--- src/rtl/axi_wdata_upsizer_if.sv ---
// ---------------------------------------------------------------------------
// axi_wdata_upsizer_if
// Write-data channel bundle for axi_wdata_upsizer: the narrow W input side,
// the burst start lane from the address path, and the wide W output side.
//   slave  : upsizer view (consumes s_*, produces m_*)
//   master : environment view (produces s_*, consumes m_*)
// Parameters must match those of the connected axi_wdata_upsizer.
// ---------------------------------------------------------------------------
interface axi_wdata_upsizer_if #(
    parameter int NARROW_W = 32,
    parameter int WIDE_W   = 128,
    parameter int LANE_W   = $clog2(WIDE_W / NARROW_W)
);
    logic [NARROW_W-1:0]   s_wdata;
    logic [NARROW_W/8-1:0] s_wstrb;
    logic                  s_wlast;
    logic                  s_wvalid;
    logic                  s_wready;
    logic [LANE_W-1:0]     s_start_lane;
    logic [WIDE_W-1:0]     m_wdata;
    logic [WIDE_W/8-1:0]   m_wstrb;
    logic                  m_wlast;
    logic                  m_wvalid;
    logic                  m_wready;

    modport slave (
        input  s_wdata, s_wstrb, s_wlast, s_wvalid, s_start_lane, m_wready,
        output s_wready, m_wdata, m_wstrb, m_wlast, m_wvalid
    );

    modport master (
        output s_wdata, s_wstrb, s_wlast, s_wvalid, s_start_lane, m_wready,
        input  s_wready, m_wdata, m_wstrb, m_wlast, m_wvalid
    );
endinterface

--- src/rtl/axi_wdata_upsizer.sv ---
// ---------------------------------------------------------------------------
// axi_wdata_upsizer
// Packs narrow AXI W beats into wide W beats (ratio WIDE_W/NARROW_W, a power
// of two 2..16). Each burst starts at s_start_lane and continues through
// consecutive lanes, wrapping into the next wide beat. A wide beat is emitted
// when the top lane is filled or the narrow beat carries s_wlast; lanes that
// were not written carry data 0 and strb 0.
// Ports:
//   clk      : rising-edge clock
//   reset_n  : asynchronous active-low reset
//   bus      : axi_wdata_upsizer_if.slave (narrow W in, start lane, wide W out)
//   stat_wide_beats / stat_partial_beats : saturating 16-bit transfer
//              counters, present only when AXI_WDATA_UPSIZER_STATS_EN is
//              defined
// ---------------------------------------------------------------------------
module axi_wdata_upsizer #(
    parameter int NARROW_W = 32,
    parameter int WIDE_W   = 128,
    parameter int LANE_W   = $clog2(WIDE_W / NARROW_W)
) (
    input  logic                    clk,
    input  logic                    reset_n,
    axi_wdata_upsizer_if.slave      bus
`ifdef AXI_WDATA_UPSIZER_STATS_EN
    ,
    output logic [15:0]             stat_wide_beats,
    output logic [15:0]             stat_partial_beats
`endif
);
    localparam int RATIO = WIDE_W / NARROW_W;
    localparam int NS_W  = NARROW_W / 8;

    logic [WIDE_W-1:0]   acc_data;
    logic [WIDE_W/8-1:0] acc_strb;
    logic [LANE_W-1:0]   lane_ptr;
    logic                first_beat;

    logic [WIDE_W-1:0]   out_data;
    logic [WIDE_W/8-1:0] out_strb;
    logic                out_last;
    logic                out_valid;

    logic [LANE_W-1:0]   lane;
    logic                accept;
    logic                complete;
    logic [WIDE_W-1:0]   merged_data;
    logic [WIDE_W/8-1:0] merged_strb;

    assign bus.s_wready = !out_valid || bus.m_wready;
    assign bus.m_wdata  = out_data;
    assign bus.m_wstrb  = out_strb;
    assign bus.m_wlast  = out_last;
    assign bus.m_wvalid = out_valid;

    assign lane     = first_beat ? bus.s_start_lane : lane_ptr;
    assign accept   = bus.s_wvalid && bus.s_wready;
    assign complete = (lane == LANE_W'(RATIO - 1)) || bus.s_wlast;

    // Accumulator with the incoming beat dropped into its lane.
    always_comb begin
        merged_data = acc_data;
        merged_strb = acc_strb;
        for (int unsigned i = 0; i < RATIO; i++) begin
            if (lane == LANE_W'(i)) begin
                merged_data[i*NARROW_W +: NARROW_W] = bus.s_wdata;
                merged_strb[i*NS_W +: NS_W]         = bus.s_wstrb;
            end
        end
    end

    always_ff @(posedge clk or negedge reset_n) begin
        if (!reset_n) begin
            acc_data   <= '0;
            acc_strb   <= '0;
            lane_ptr   <= '0;
            first_beat <= 1'b1;
            out_data   <= '0;
            out_strb   <= '0;
            out_last   <= 1'b0;
            out_valid  <= 1'b0;
        end else begin
            // A completing accept below overrides this, giving bubble-free reload.
            if (out_valid && bus.m_wready) begin
                out_valid <= 1'b0;
            end
            if (accept) begin
                if (complete) begin
                    out_data   <= merged_data;
                    out_strb   <= merged_strb;
                    out_last   <= bus.s_wlast;
                    out_valid  <= 1'b1;
                    acc_data   <= '0;
                    acc_strb   <= '0;
                    lane_ptr   <= '0;
                    first_beat <= bus.s_wlast;
                end else begin
                    acc_data   <= merged_data;
                    acc_strb   <= merged_strb;
                    lane_ptr   <= lane + 1'b1;
                    first_beat <= 1'b0;
                end
            end
        end
    end

`ifdef AXI_WDATA_UPSIZER_STATS_EN
    logic wide_xfer;
    assign wide_xfer = out_valid && bus.m_wready;

    always_ff @(posedge clk or negedge reset_n) begin
        if (!reset_n) begin
            stat_wide_beats    <= '0;
            stat_partial_beats <= '0;
        end else if (wide_xfer) begin
            if (stat_wide_beats != '1) begin
                stat_wide_beats <= stat_wide_beats + 1'b1;
            end
            if (out_strb != '1 && stat_partial_beats != '1) begin
                stat_partial_beats <= stat_partial_beats + 1'b1;
            end
        end
    end
`endif
endmodule

--- src/flat_wrapper.sv ---
// flat-port wrapper written by rule: the top's interface ports become plain ports
module axi_wdata_upsizer_flat 
#(
    parameter int NARROW_W = 32,
    parameter int WIDE_W   = 128,
    parameter int LANE_W   = $clog2(WIDE_W / NARROW_W)
)
  (clk, reset_n, bus_s_wdata, bus_s_wstrb, bus_s_wlast, bus_s_wvalid, bus_s_start_lane, bus_m_wready, bus_s_wready, bus_m_wdata, bus_m_wstrb, bus_m_wlast, bus_m_wvalid);
  axi_wdata_upsizer_if #(.NARROW_W(NARROW_W), .WIDE_W(WIDE_W), .LANE_W(LANE_W)) bus_i ();
  input  logic clk;
  input  logic reset_n;
  input wire logic [$bits(bus_i.s_wdata)-1:0] bus_s_wdata;
  input wire logic [$bits(bus_i.s_wstrb)-1:0] bus_s_wstrb;
  input wire logic [$bits(bus_i.s_wlast)-1:0] bus_s_wlast;
  input wire logic [$bits(bus_i.s_wvalid)-1:0] bus_s_wvalid;
  input wire logic [$bits(bus_i.s_start_lane)-1:0] bus_s_start_lane;
  input wire logic [$bits(bus_i.m_wready)-1:0] bus_m_wready;
  output wire logic [$bits(bus_i.s_wready)-1:0] bus_s_wready;
  output wire logic [$bits(bus_i.m_wdata)-1:0] bus_m_wdata;
  output wire logic [$bits(bus_i.m_wstrb)-1:0] bus_m_wstrb;
  output wire logic [$bits(bus_i.m_wlast)-1:0] bus_m_wlast;
  output wire logic [$bits(bus_i.m_wvalid)-1:0] bus_m_wvalid;
  assign bus_i.s_wdata = bus_s_wdata;
  assign bus_i.s_wstrb = bus_s_wstrb;
  assign bus_i.s_wlast = bus_s_wlast;
  assign bus_i.s_wvalid = bus_s_wvalid;
  assign bus_i.s_start_lane = bus_s_start_lane;
  assign bus_i.m_wready = bus_m_wready;
  assign bus_s_wready = bus_i.s_wready;
  assign bus_m_wdata = bus_i.m_wdata;
  assign bus_m_wstrb = bus_i.m_wstrb;
  assign bus_m_wlast = bus_i.m_wlast;
  assign bus_m_wvalid = bus_i.m_wvalid;
  axi_wdata_upsizer #(.NARROW_W(NARROW_W), .WIDE_W(WIDE_W), .LANE_W(LANE_W)) u_core (.clk(clk), .reset_n(reset_n), .bus(bus_i));
endmodule
--- config.mk ---
export PLATFORM = sky130hd
export DESIGN_NAME = axi_wdata_upsizer_flat
export DESIGN_NICKNAME = d
export VERILOG_FILES = /design/src/rtl/axi_wdata_upsizer_if.sv /design/src/rtl/axi_wdata_upsizer.sv /design/src/flat_wrapper.sv
export SDC_FILE = /design/constraint.sdc
export NUM_CORES = 1
export LEC_CHECK = 0
export ABC_AREA = 1
export BUFFER_PORTS_ARGS = -buffer_cell sky130_fd_sc_hd__buf_2
export CAP_MARGIN = 20
export CORE_MARGIN = 5
export CORE_UTILIZATION = 40
export DETAILED_ROUTE_END_ITERATION = 10
export HOLD_SLACK_MARGIN = 0.03
export MAX_ROUTING_LAYER = met4
export PLACE_DENSITY_LB_ADDON = 0.1
export SYNTH_ARGS = -nofsm -noshare
export SYNTH_HDL_FRONTEND = slang
export SYNTH_SLANG_ARGS = --single-unit
--- constraint.sdc ---
create_clock -name clk -period 5.7 [get_ports clk]
set_clock_uncertainty 0.15 [all_clocks]
set_input_delay 1.14 -clock clk [delete_from_list [all_inputs] [get_ports clk]]
set_output_delay 1.14 -clock clk [all_outputs]
set_load 0.01 [all_outputs]
After elaboration in Yosys (flattened, before gate mapping)
Index checks and enable logic that the tools add are counted.

storage, ports and cells
  register bits = 293
  input bits = 43
  output and inout port bits = 147
  logic and storage cells = 35

operators by class
  add/subtract/negate cells = 1
  eq/ne operators = 3
  multiplexer cells = 16
  reductions and logical operators = 7

operators with widths
  cell                                                                    count
  128-bit two-way mux                                                     1
  32-bit two-way mux                                                      4
  16-bit two-way mux                                                      1
  4-bit two-way mux                                                       4
  2-bit equality test (second input constant)                             2
  1-bit two-way mux                                                       4
  2-bit two-way mux                                                       2
  2-bit by 1-bit adder with 2-bit output (second input constant)          1
  2-bit by 1-bit equality test with 1-bit output (second input constant)  1
  1-bit logical AND                                                       2
  2-bit zero test                                                         1
  1-bit logical OR                                                        2
  2-bit AND reduction                                                     1
  1-bit zero test                                                         1

Depth between registers and ports, before layout
  depth in word-level cells = 5
  gate-level depth with buffers = 12
  mapped depth without buffers = 10

Worst setup path before layout
No wires, ideal clock.

  path kind = input to register
  start point = in bus_s_start_lane[1]
  end point = reg u_core.out_data[100] (netlist: u_core.bus.m_wdata[100])
  setup time = 117 ps
  arrival = 2555 ps
  required time = 5433 ps
  path slack = 2878 ps
  stages = 10
  path buffers = 2
  cells stage by stage = or2_2 > o21ai_0 > inv_1 > ha_1 > inv_2 > nand2_2 > buf_2 > buf_2 > nand3_1 > nand2_1

on the way
  longest elaborated chain between the ends = 4
  elaborated cells on any way between the ends = 5
  those cells by class = 1 x eq/ne; 2 x mux; 2 x reduce/logical

ends and longest elaborated chain
  item                                  line                                              text
  start: declaration                    flat_wrapper.sv:16                                input wire logic [$bits(bus_i.s_start_lane)-1:0] bus_s_start_lane;
  2-bit two-way mux (*)                 axi_wdata_upsizer.sv:55                           assign lane = first_beat ? bus.s_start_lane : lane_ptr;
  2-bit equality test (*)               axi_wdata_upsizer.sv:57, axi_wdata_upsizer.sv:64
  1-bit logical OR                      axi_wdata_upsizer.sv:57                           assign complete = (lane == LANE_W'(RATIO - 1)) || bus.s_wlast;
  2-bit AND reduction (no source line)  --
  end signal: assignment                axi_wdata_upsizer.sv:88                           out_data <= merged_data;
  end: declaration                      axi_wdata_upsizer.sv:38                           logic [WIDE_W-1:0] out_data;

Mark *: on every way between the ends. The rest lies on a longest branch, timed or not.
A chain may end at the register's enable or synchronous reset.

Final worst setup path
  start point = in bus_s_start_lane[1]
  end point = reg u_core.out_data[19] (netlist: u_core.bus.m_wdata[19])

on the way
  longest elaborated chain between the ends = 4
  elaborated cells on any way between the ends = 6
  those cells by class = 1 x eq/ne; 2 x mux; 3 x reduce/logical

ends and longest elaborated chain
  item                                  line
  2-bit two-way mux (*)                 axi_wdata_upsizer.sv:55
  2-bit equality test                   axi_wdata_upsizer.sv:57
  1-bit logical OR                      axi_wdata_upsizer.sv:57
  2-bit AND reduction (no source line)  --

Marked as above.

==> metrics.md <==
| Metric | Value |
|---|---|
| Library cells used by synthesis | 18 |
| Max Cap Viol | 0 |
| Residual DRC | 0 |
| Row Count | 66 |
| Pins Over Slew Limit | 0 |
| Initial antenna violation count | 0 |
| Register-to-Register Path Depth | 11 |
| Num Clock Sinks | 293 |
| Die Wd | 191 um |
| Seq cells post-synth | 293 |
| Global-route wire length before repair | 64.5 mm |
| DR iter-0 viols | 936 |
| F_max | 0.285 GHz |
| Setup repair bufs after CTS | 0 |
| Fin util | 47.7% |
| Critical-path cell list | buf_2, or2_2, o21ai_0, inv_1, ha_2, inv_2, nand2_4, nand3_4, buf_4, nand2_1, nand2_1 |
| Final net count | 1885 |
| Final hold vios | 0 |
| Total gr overflow | 0 |
| Critical path's largest stage delay | 0.74 ns |
| Hold Path Class | reg2reg |
| Post-CTS resize count | 0 |
| CP Capture Type | flip-flop |
| Starting density of the core | 40.5% |
| Post-route minimum period | 3.51 ns |
| Clock Latency Late Sink | 0.52 ns |
| Drt via density | 5.01 |
| Slowest library cell on the worst path | nand3_4 |
| Cell area after synthesis | 13100 sq um |
| Setup TNS | 0 ns |
| Max FO, Critical Path | 62 |
| Gpl congestion | 0.777 |
| Reg2reg end | u_core.bus.m_wdata[19] |
| Finished layout cell area | 15500 sq um |
| Vias in the first global route | 11171 |
| Final period util | 61.6% |
| Routed len/inst | 17.6 um |
| Post-DP Area | 14300 sq um |
| Critical path required time | 5.93 ns |
| Slew @ Worst Pin | 1.15 ns |
| Die ar. | 36600 sq um |
| Pre-antenna DRT Iters | 7 |
| Clock Tree Buf Depth | 3 |
| Most common cell after layout, fill and taps aside | nand2_1 |
| Startpoint Class | input pin |
| Hold buffer count at CTS | 0 |
| Outcome | finished, final reports clean |
| Cell Pwr Density | 434 nW/um^2 |
| CTS tree | built |
| Aggregate global-route resource usage | 22.8% |
| Worst flop-to-flop path startpoint | u_core.first_beat |
| Most frequent CP cell | nand2_1 |
| Layout cells sized above 1 | 14.8% |
| Die height | 191 um |
| Most frequent cells in the layout | 984 x nand2_1, 292 x dfrtp_1, 253 x nand3_1 |
| Seq/Total Area, Yosys | 55.8% |
| Post-route ant nets | 0 |
| Vias | 11542 |
| Min-Delay Path Depth | 2 |
| Max-slew headroom | 23.0% |
| Delay-heaviest family, CP | simple AND/OR/NAND/NOR gates |
| Final HPWL DP | 24.6 mm |
| Syn Inst Count | 1706 |
| Crit Path Class | in2reg |
| Ys Warns | 0 |
| Worst VDD drop | 221 uV |
| WHS Endpoint | u_core.acc_data[119] |
| Core area | 32500 sq um |
| Largest net degree at the start of global routing | 256 |
| RSZ-0062 raised after global routing | no |
| CTS H-Tree Depth | 2 |
| Crit path DAT | 3.74 ns |
| Worst Path Buf+Inv | 4 |
| CTS Buf Count | 35 |
| Setup violations, final | 0 |
| Syn_nets | 1753 |
| Clk root buf | clkbuf_16 |
| Final wirelength | 40.6 mm |
| Antenna diode count | 0 |
| Syn Area/Cell | 7.70 sq um |
| Clock-pin slew of the registers on the worst-case setup and hold paths | 0.06 ns |
| Lkg Pwr | 9.35 nW |
| Port Buffer Count | 189 |
| Area grow syn2layout | 17.7% |
| R2R setup slack | 2.36 ns |
| IO Count | 190 |
| Worst Min Path Start | u_core.acc_data[119] |
## how the worst max path moves through the flow
stage,from,cells after the start,to
2_1_floorplan,bus_s_start_lane[1],10,u_core.bus.m_wdata[100]
3_3_place_gp,bus_s_start_lane[1],10,u_core.bus.m_wdata[30]
3_5_place_dp,bus_s_start_lane[1],11,u_core.bus.m_wdata[20]
4_1_cts,bus_s_start_lane[1],11,u_core.bus.m_wdata[19]
5_1_grt,bus_s_start_lane[1],11,u_core.bus.m_wdata[22]
6_report,bus_s_start_lane[1],11,u_core.bus.m_wdata[19]
## final cells by class
cell class | instances | area [sq um]
clock inverters | 15 | 141
well taps | 442 | 553
clock buffers | 48 | 975
fillers | 3254 | 17000
inverters | 48 | 180
flip-flops and latches | 293 | 7330
repair buffers | 210 | 1180
multi-input cells | 1250 | 5100
## cells by family (layout without fill, tap and decap cells)
kind of cell,count (synthesis),in the layout,share of synthesized area [%]
simple gates,1242,1242,38.0
fa+ha+maj,4,4,0.381
buf+inv,163,321,5.66
compound gates,4,4,0.181
flops,293,293,55.8
## synthesized netlist by cell type
cell type | n | share of area [%]
a21oi_2 | 1 | 0.067
buf_1 | 4 | 0.11
buf_2 | 87 | 3.3
buf_4 | 6 | 0.34
clkbuf_1 | 18 | 0.51
clkinv_1 | 3 | 0.086
dfrtp_1 | 292 | 56
dfstp_2 | 1 | 0.20
ha_1 | 4 | 0.38
inv_1 | 43 | 1.2
inv_2 | 2 | 0.057
nand2_1 | 985 | 28
nand2_2 | 1 | 0.048
nand3_1 | 253 | 9.6
nand3_2 | 1 | 0.076
nor2_1 | 1 | 0.029
o21ai_0 | 3 | 0.11
or2_2 | 1 | 0.048
## metrics by stage
stage	worst slack, ns	hold slack [ns]	std cells	total power, mW
5_1_grt	1.94	0.327	2306	7.15
4_1_cts	2.21	0.318	2305	6.80
6_report	2.19	0.312	2306	6.72
3_3_place_gp	1.72	0.298	2242	4.56
2_1_floorplan	2.88	0.286	1706	3.83
3_5_place_dp	1.70	0.302	2242	4.58
## per-layer routing
| layer | wire length [um] | global-route usage [%] | vias to the layer above |
|---|---|---|---|
| li1 | - | - | 5556 |
| met1 | 19500 | 34.0 | 5571 |
| met2 | 18100 | 33.5 | 359 |
| met3 | 2180 | 2.79 | 56 |
| met4 | 809 | 4.86 | 0 |
| met5 | 0 | - | - |
## sequential cells by signal, indices dropped and copies added, names as in the netlist
register / count
u_core.lane_ptr: 2
u_core.first_beat: 1
u_core.bus.m_wdata: 128
u_core.bus.m_wlast: 1
u_core.acc_data: 128
u_core.bus.m_wstrb: 16
u_core.acc_strb: 16
u_core.bus.m_wvalid: 1
## worst register-to-register path: cells and delay by family (launching register included)
kind                       cells  cell delay [ns]
and+or+nand+nor                5             1.48
buffers and inverters          4             0.71
adders and majority gates      1             0.22
DFF                            1             0.53
AOI/OAI and AO/OA              1             0.17
## where the power goes
part | leakage (nW) | total (mW) | internal [mW] | switching (mW)
sequential | 3.97 | 2.75 | 2.50 | 0.249
clock | 0.550 | 2.18 | 1.29 | 0.884
combinational | 4.84 | 1.79 | 0.574 | 1.21
total | 9.35 | 6.72 | 4.37 | 2.35
Power figures use the tool's default switching activity.
